**src/rtl/bch_syndrome_calc.sv**
```systemverilog
// Purpose : serial BCH syndrome calculator over GF(2^M); computes S_1..S_2T of one received frame.
// Latency : one bit per cycle in ACCUM; syndromes valid on the cycle after the final bit is accepted.
// Backpr. : in_ready is low while a result is held; the result stays frozen until s_valid & s_ready.
//
// Ports:
//   clk, rstn          sole clock, asynchronous active-low reset
//   flush              synchronous abort: clears the frame/result, discards a same-cycle bit
//   in_valid/in_ready  bit handshake; in_bit is the coefficient, x^(N-1) first
//   in_last            marks the final bit of a frame (a frame also ends after N bits)
//   s_valid/s_ready    result handshake
//   syndromes          S_j in [j*M-1:(j-1)*M], j = 1..2T
//   err_detect         any S_j non-zero
//   len_err            frame length was not N
module bch_syndrome_calc #(
    parameter int         M         = 4,
    parameter int         T         = 2,
    parameter logic [M:0] PRIM_POLY = 5'b10011
) (
    input  logic             clk,
    input  logic             rstn,
    input  logic             flush,
    input  logic             in_valid,
    output logic             in_ready,
    input  logic             in_bit,
    input  logic             in_last,
    output logic             s_valid,
    input  logic             s_ready,
    output logic [2*T*M-1:0] syndromes,
    output logic             err_detect,
    output logic             len_err
);

    localparam int N  = (1 << M) - 1;
    localparam int CW = $clog2(N);
    localparam int NS = 2 * T;

    localparam logic [CW-1:0] LAST_IDX = CW'(N - 1);

    typedef enum logic {
        ACCUM = 1'b0,
        OUT   = 1'b1
    } state_t;

    // Multiply by alpha^p: p successive shifts, each folding the overflowing
    // x^M term back in through the primitive polynomial. With p constant per
    // instance this collapses into a fixed XOR network.
    function automatic logic [M-1:0] mul_alpha_pow(input logic [M-1:0] x, input int p);
        logic [M-1:0] acc;
        acc = x;
        for (int i = 0; i < p; i++) begin
            acc = {acc[M-2:0], 1'b0} ^ (acc[M-1] ? PRIM_POLY[M-1:0] : {M{1'b0}});
        end
        return acc;
    endfunction

    state_t                 state_q;
    state_t                 state_d;
    logic                   armed_q;
    logic [CW-1:0]          count_q;
    logic [NS-1:0][M-1:0]   synd_q;
    logic [NS-1:0][M-1:0]   synd_nxt;
    logic                   err_q;
    logic                   len_err_q;

    logic accept;
    logic at_last_idx;
    logic frame_end;

    // armed_q keeps in_ready low until the first edge after reset release.
    assign in_ready    = armed_q && (state_q == ACCUM);
    assign s_valid     = (state_q == OUT);
    assign accept      = in_valid && in_ready;
    assign at_last_idx = (count_q == LAST_IDX);
    assign frame_end   = accept && (in_last || at_last_idx);

    assign syndromes  = synd_q;
    assign err_detect = err_q;
    assign len_err    = len_err_q;

    // Horner step per syndrome: S_j <- S_j * alpha^j + r_i.
    for (genvar j = 1; j <= NS; j++) begin : g_synd
        assign synd_nxt[j-1] = mul_alpha_pow(synd_q[j-1], j) ^ {{(M-1){1'b0}}, in_bit};
    end

    always_ff @(posedge clk or negedge rstn) begin
        if (!rstn) begin
            state_q <= ACCUM;
        end else begin
            state_q <= state_d;
        end
    end

    always_comb begin
        state_d = state_q;
        if (flush) begin
            state_d = ACCUM;
        end else begin
            case (state_q)
                ACCUM: if (frame_end) state_d = OUT;
                OUT:   if (s_ready)   state_d = ACCUM;
                default:              state_d = ACCUM;
            endcase
        end
    end

    always_ff @(posedge clk or negedge rstn) begin
        if (!rstn) begin
            armed_q   <= 1'b0;
            count_q   <= '0;
            synd_q    <= '0;
            err_q     <= 1'b0;
            len_err_q <= 1'b0;
        end else begin
            armed_q <= 1'b1;
            if (flush) begin
                count_q   <= '0;
                synd_q    <= '0;
                err_q     <= 1'b0;
                len_err_q <= 1'b0;
            end else if (state_q == OUT) begin
                // Result is frozen until consumed; in_valid is ignored here.
                if (s_ready) begin
                    count_q   <= '0;
                    synd_q    <= '0;
                    err_q     <= 1'b0;
                    len_err_q <= 1'b0;
                end
            end else if (accept) begin
                synd_q  <= synd_nxt;
                count_q <= count_q + CW'(1);
                if (frame_end) begin
                    err_q     <= |synd_nxt;
                    // Only in_last landing exactly on bit N is a correct length.
                    len_err_q <= !(in_last && at_last_idx);
                end
            end
        end
    end

endmodule

```
**config.mk**
```make
export PLATFORM = sky130hd
export DESIGN_NAME = bch_syndrome_calc
export DESIGN_NICKNAME = d
export VERILOG_FILES = /design/src/rtl/bch_syndrome_calc.sv
export SDC_FILE = /design/constraint.sdc
export NUM_CORES = 1
export LEC_CHECK = 0
export BUFFER_PORTS_ARGS = -buffer_cell sky130_fd_sc_hd__buf_2
export CAP_MARGIN = 10
export CORE_MARGIN = 4
export CORE_UTILIZATION = 30
export DETAILED_ROUTE_END_ITERATION = 8
export SETUP_SLACK_MARGIN = 0.05
export SYNTH_ARGS = -nofsm -noshare
export SYNTH_HDL_FRONTEND = slang
export SYNTH_SLANG_ARGS = --single-unit
```
**constraint.sdc**
```tcl
create_clock -name clk -period 1.7 [get_ports clk]
set_input_delay 0.17 -clock clk [delete_from_list [all_inputs] [get_ports clk]]
set_output_delay 0.17 -clock clk [all_outputs]
set_load 0.02 [all_outputs]
```
==> summary.md <==
| Metric | Value |
|---|---|
| Status | `complete, no violations` |
| Ys async rst share | `between 90% and 100%` |
| TritonCTS buffer count | `3` |
| CTS tree | `done` |
| CP Launch Point | `count_q[0]$_DFFE_PN0P_` |
| Synth top area share | `between 40 and 50%` |
| Arr. time, crit path | `1.62 ns` |
| Largest net degree at the start of global routing | `25` |
| Crit-path cells | `inv_1 > ha_1 > and3_1 > o21ai_0 > nand3_1 > o21ai_0` |
| Detailed Place HPWL | `1970 um` |
| Top Ports | `27` |
| WL met3 | `around 110 um` |
| Synth area leader | `dfrtp_1` |
| Total power per unit cell area | `between 800 and 900 nW/um^2` |
| Core Footprint | `4060 sq um` |
| Global route overflow | `0` |
| WL final | `2830 um` |
| Crit-path max cell delay | `approximately 0.45 ns` |
| Register area share after synthesis | `between 40 and 50%` |
| Setup TNS | `0 ns` |
| Min Tclk post-route | `1.43 ns` |
| Cell Area, Synth | `1270 sq um` |
| Worst hold slack | `0.106 ns` |
| Clock slew at the register clock pins of the worst setup and hold paths | `0.09 ns` |
| Netlist cell types | `35` |
| Slowest cell on crit path | `dfrtp_1` |
| Diode count | `0` |
| HP Class | `input pin to flip-flop` |
| Clock Tree Root | `clkbuf_8` |
| CP Buf/Inv Count | `1` |
| Max Cap Viol | `0` |
| Start of the worst register-to-register path | `count_q[0]$_DFFE_PN0P_` |
| Post-DR wirelength/cell | `14.2 um` |
| DRT iter0 DRCs | `48` |
| Yosys Warn Count | `0` |
| WP data required | `1.90 ns` |
| Initial Utilization | `31.3%` |
| Die Span Y | `between 70 and 80 um` |
| CP startpoint kind | `flip-flop` |
| Placed cell areas | `1420 sq um` |
| Top cell by count, worst path | `o21ai_0` |
| Drt via density | `4.92` |
| Syn nets | `roughly 130` |
| Max Freq | `701 MHz` |
| Crit Path Max Fanout | `5` |
| Max-slew violations | `0` |
| Synth area leaders | `dfrtp_1 (47%), o21ai_2 (5.5%), xnor2_1 (5.5%)` |
| Fillers | `around 390` |
| Final worst path period share | `83.9%` |
| # Post-CTS Setup Buffers | `0` |
| Die width | `about 73 um` |
| CTS sink count | `24` |
| M1 WL | `1290 um` |
| Main synth FF type | `dfrtp_1` |
| Hold Fails Final Rpt | `0` |
| Clk buf depth | `2` |
| Worst VDD drop | `0.484 mV` |
| Vias in the first global route | `995` |
| P&R area growth vs syn | `18.3%` |
| Slew margin rel. | `63.3%` |
| Initial antenna violation count | `0` |
| Mapped Avg Cell Area | `10.4 sq um` |
| Critical path's top delay family | `flip-flops` |
| Die area | `5340 sq um` |
| Nets@finish | `~160` |
| Post-route cell area | `1500 sq um` |
| Worst-skew pair later-pin latency | `0.27 ns` |
| Hold Path Origin | `flush` |
| Max Used Layer | `met4` |
| Synthesized flop and latch total | `24` |
| Share of layout cells above drive strength 1 | `32.2%` |
| Unrepaired setup endpoints after global routing | `false` |
| Crit. End Element | `flip-flop` |
| Htree depth | `1` |
| GP Congestion | `between 0.7 and 0.8` |
| Global-route wire length before repair | `approximately 4800 um` |
| Leakage | `0.725 nW` |
| Row count | `23` |
| TritonRoute pass-1 iters | `4` |
| Vias after detailed routing | `between 900 and 1000` |
| Post-route DRC | `0` |
| Crit path kind | `flip-flop to flip-flop` |
| Final setup fails | `0` |
| Met2 Routed Length | `1410 um` |
| Post-synth EDFFs | `0` |
| Worst Max-Slew Pin Slew | `~0.55 ns` |
| Final antenna-violating net count | `0` |
| All-Layer GR Usage | `a little under an eighth` |
| Port Buf Inserts | `26` |
| Skew final | `between 0.003 and 0.004 ns` |
| Post-Syn Instances | `~120` |
==> worst register-to-register path, stage by stage, from the launching register on <==
cell and delay, ns:
dfrtp_1 0.45, inv_1 0.07, ha_1 0.19, and3_1 0.21, o21ai_0 0.25, nand3_1 0.10
o21ai_0 0.08
==> final cells by class <==
class	count	area [sq um]	share of cell area (%)
clock buffer	3	41.3	2.75
clock inverter	1	30.0	2.00
inverter	1	3.75	0.250
multi-input combinational	92	617	41.0
sequential	24	601	40.0
tap	50	62.6	4.16
timing repair buffer	28	148	9.83
==> what timing repair did <==
item	in CTS	in global routing
hold endpoints to repair	24	0
gates resized for setup	0	0
hold buffers	1	0
==> where the power goes <==
| group | switching, mW | internal (mW) |
|---|---|---|
| clock network | 0.196 | 0.315 |
| logic | 0.0877 | 0.0497 |
| registers | 0.0189 | 0.584 |
==> cells in the final DEF (no fill, tap or decap), drive strengths merged, types with 3 or more instances in the layout <==
| cell | Yosys | layout |
|---|---|---|
| a22o | 6 | 6 |
| buf | 5 | 27 |
| clkbuf | 0 | 3 |
| dfrtp | 24 | 24 |
| nand2 | 16 | 16 |
| nor2 | 11 | 11 |
| nor4 | 3 | 3 |
| o21ai | 20 | 20 |
| xnor2 | 8 | 8 |
| xor2 | 4 | 4 |
==> metrics by stage <==
stage | util (%) | setup slack, ns | cells | power (mW)
final | 37.0 | 0.274 | 199 | 1.25
after global routing | 37.0 | 0.0953 | 199 | 1.31
after CTS | 37.0 | 0.275 | 199 | 1.26
after detailed placement | 35.0 | 0.296 | 194 | 0.753
after global placement | 35.0 | 0.357 | 194 | 0.749
after floorplan | - | 0.416 | 122 | 0.707
==> path summary, 6_finish.rpt <==
check | endpoint | slack (ns) | cells past startpoint
max reg2reg | len_err$_DFFE_PN0P_ | 0.27 | 6
min | s_valid$_DFF_PN0_ | 0.11 | 2
min in group asynchronous | armed_q$_DFF_PN0_ | 0.40 | 2
max in group asynchronous | syndromes[5]$_DFFE_PN0P_ | 0.93 | 2
max | len_err$_DFFE_PN0P_ | 0.27 | 6
min reg2reg | len_err$_DFFE_PN0P_ | 0.51 | 2
==> flip-flops by register name, summed over array words and instances (netlist names) <==
name        count
armed_q         1
count_q         4
err_detect      1
len_err         1
s_valid         1
syndromes      16
==> synth_stat cells, drive strengths merged, types with 2 or more instances <==
library cell  number
nand4              2
nor2              11
nand2             16
o211ai             2
a22o               6
nor3               2
ha                 2
xnor2              8
and3               2
o21ai             20
buf                5
dfrtp             24
xor2               4
a21oi              2
nor4               3
==> metal layers <==
metal	global-route usage, %	up-vias
li1	-	486
met1	15.0	475
met2	19.0	16
met3	3.31	2
met4	2.05	0
met5	0	-
==> cell families (layout without fill, tap and decap cells) <==
| kind of cell | after synthesis | in the layout | synth area share (%) |
|---|---|---|---|
| buf+inv | 6 | 33 | 4.14 |
| compound gates | 33 | 33 | 18.9 |
| flops | 24 | 24 | 47.3 |
| fa+ha+maj | 2 | 2 | 1.97 |
| xor+xnor | 12 | 12 | 8.28 |
| other cells | 1 | 1 | 0.295 |
| mux | 1 | 1 | 0.788 |
| simple gates | 43 | 43 | 18.3 |
(Power assumes the default switching activity.)
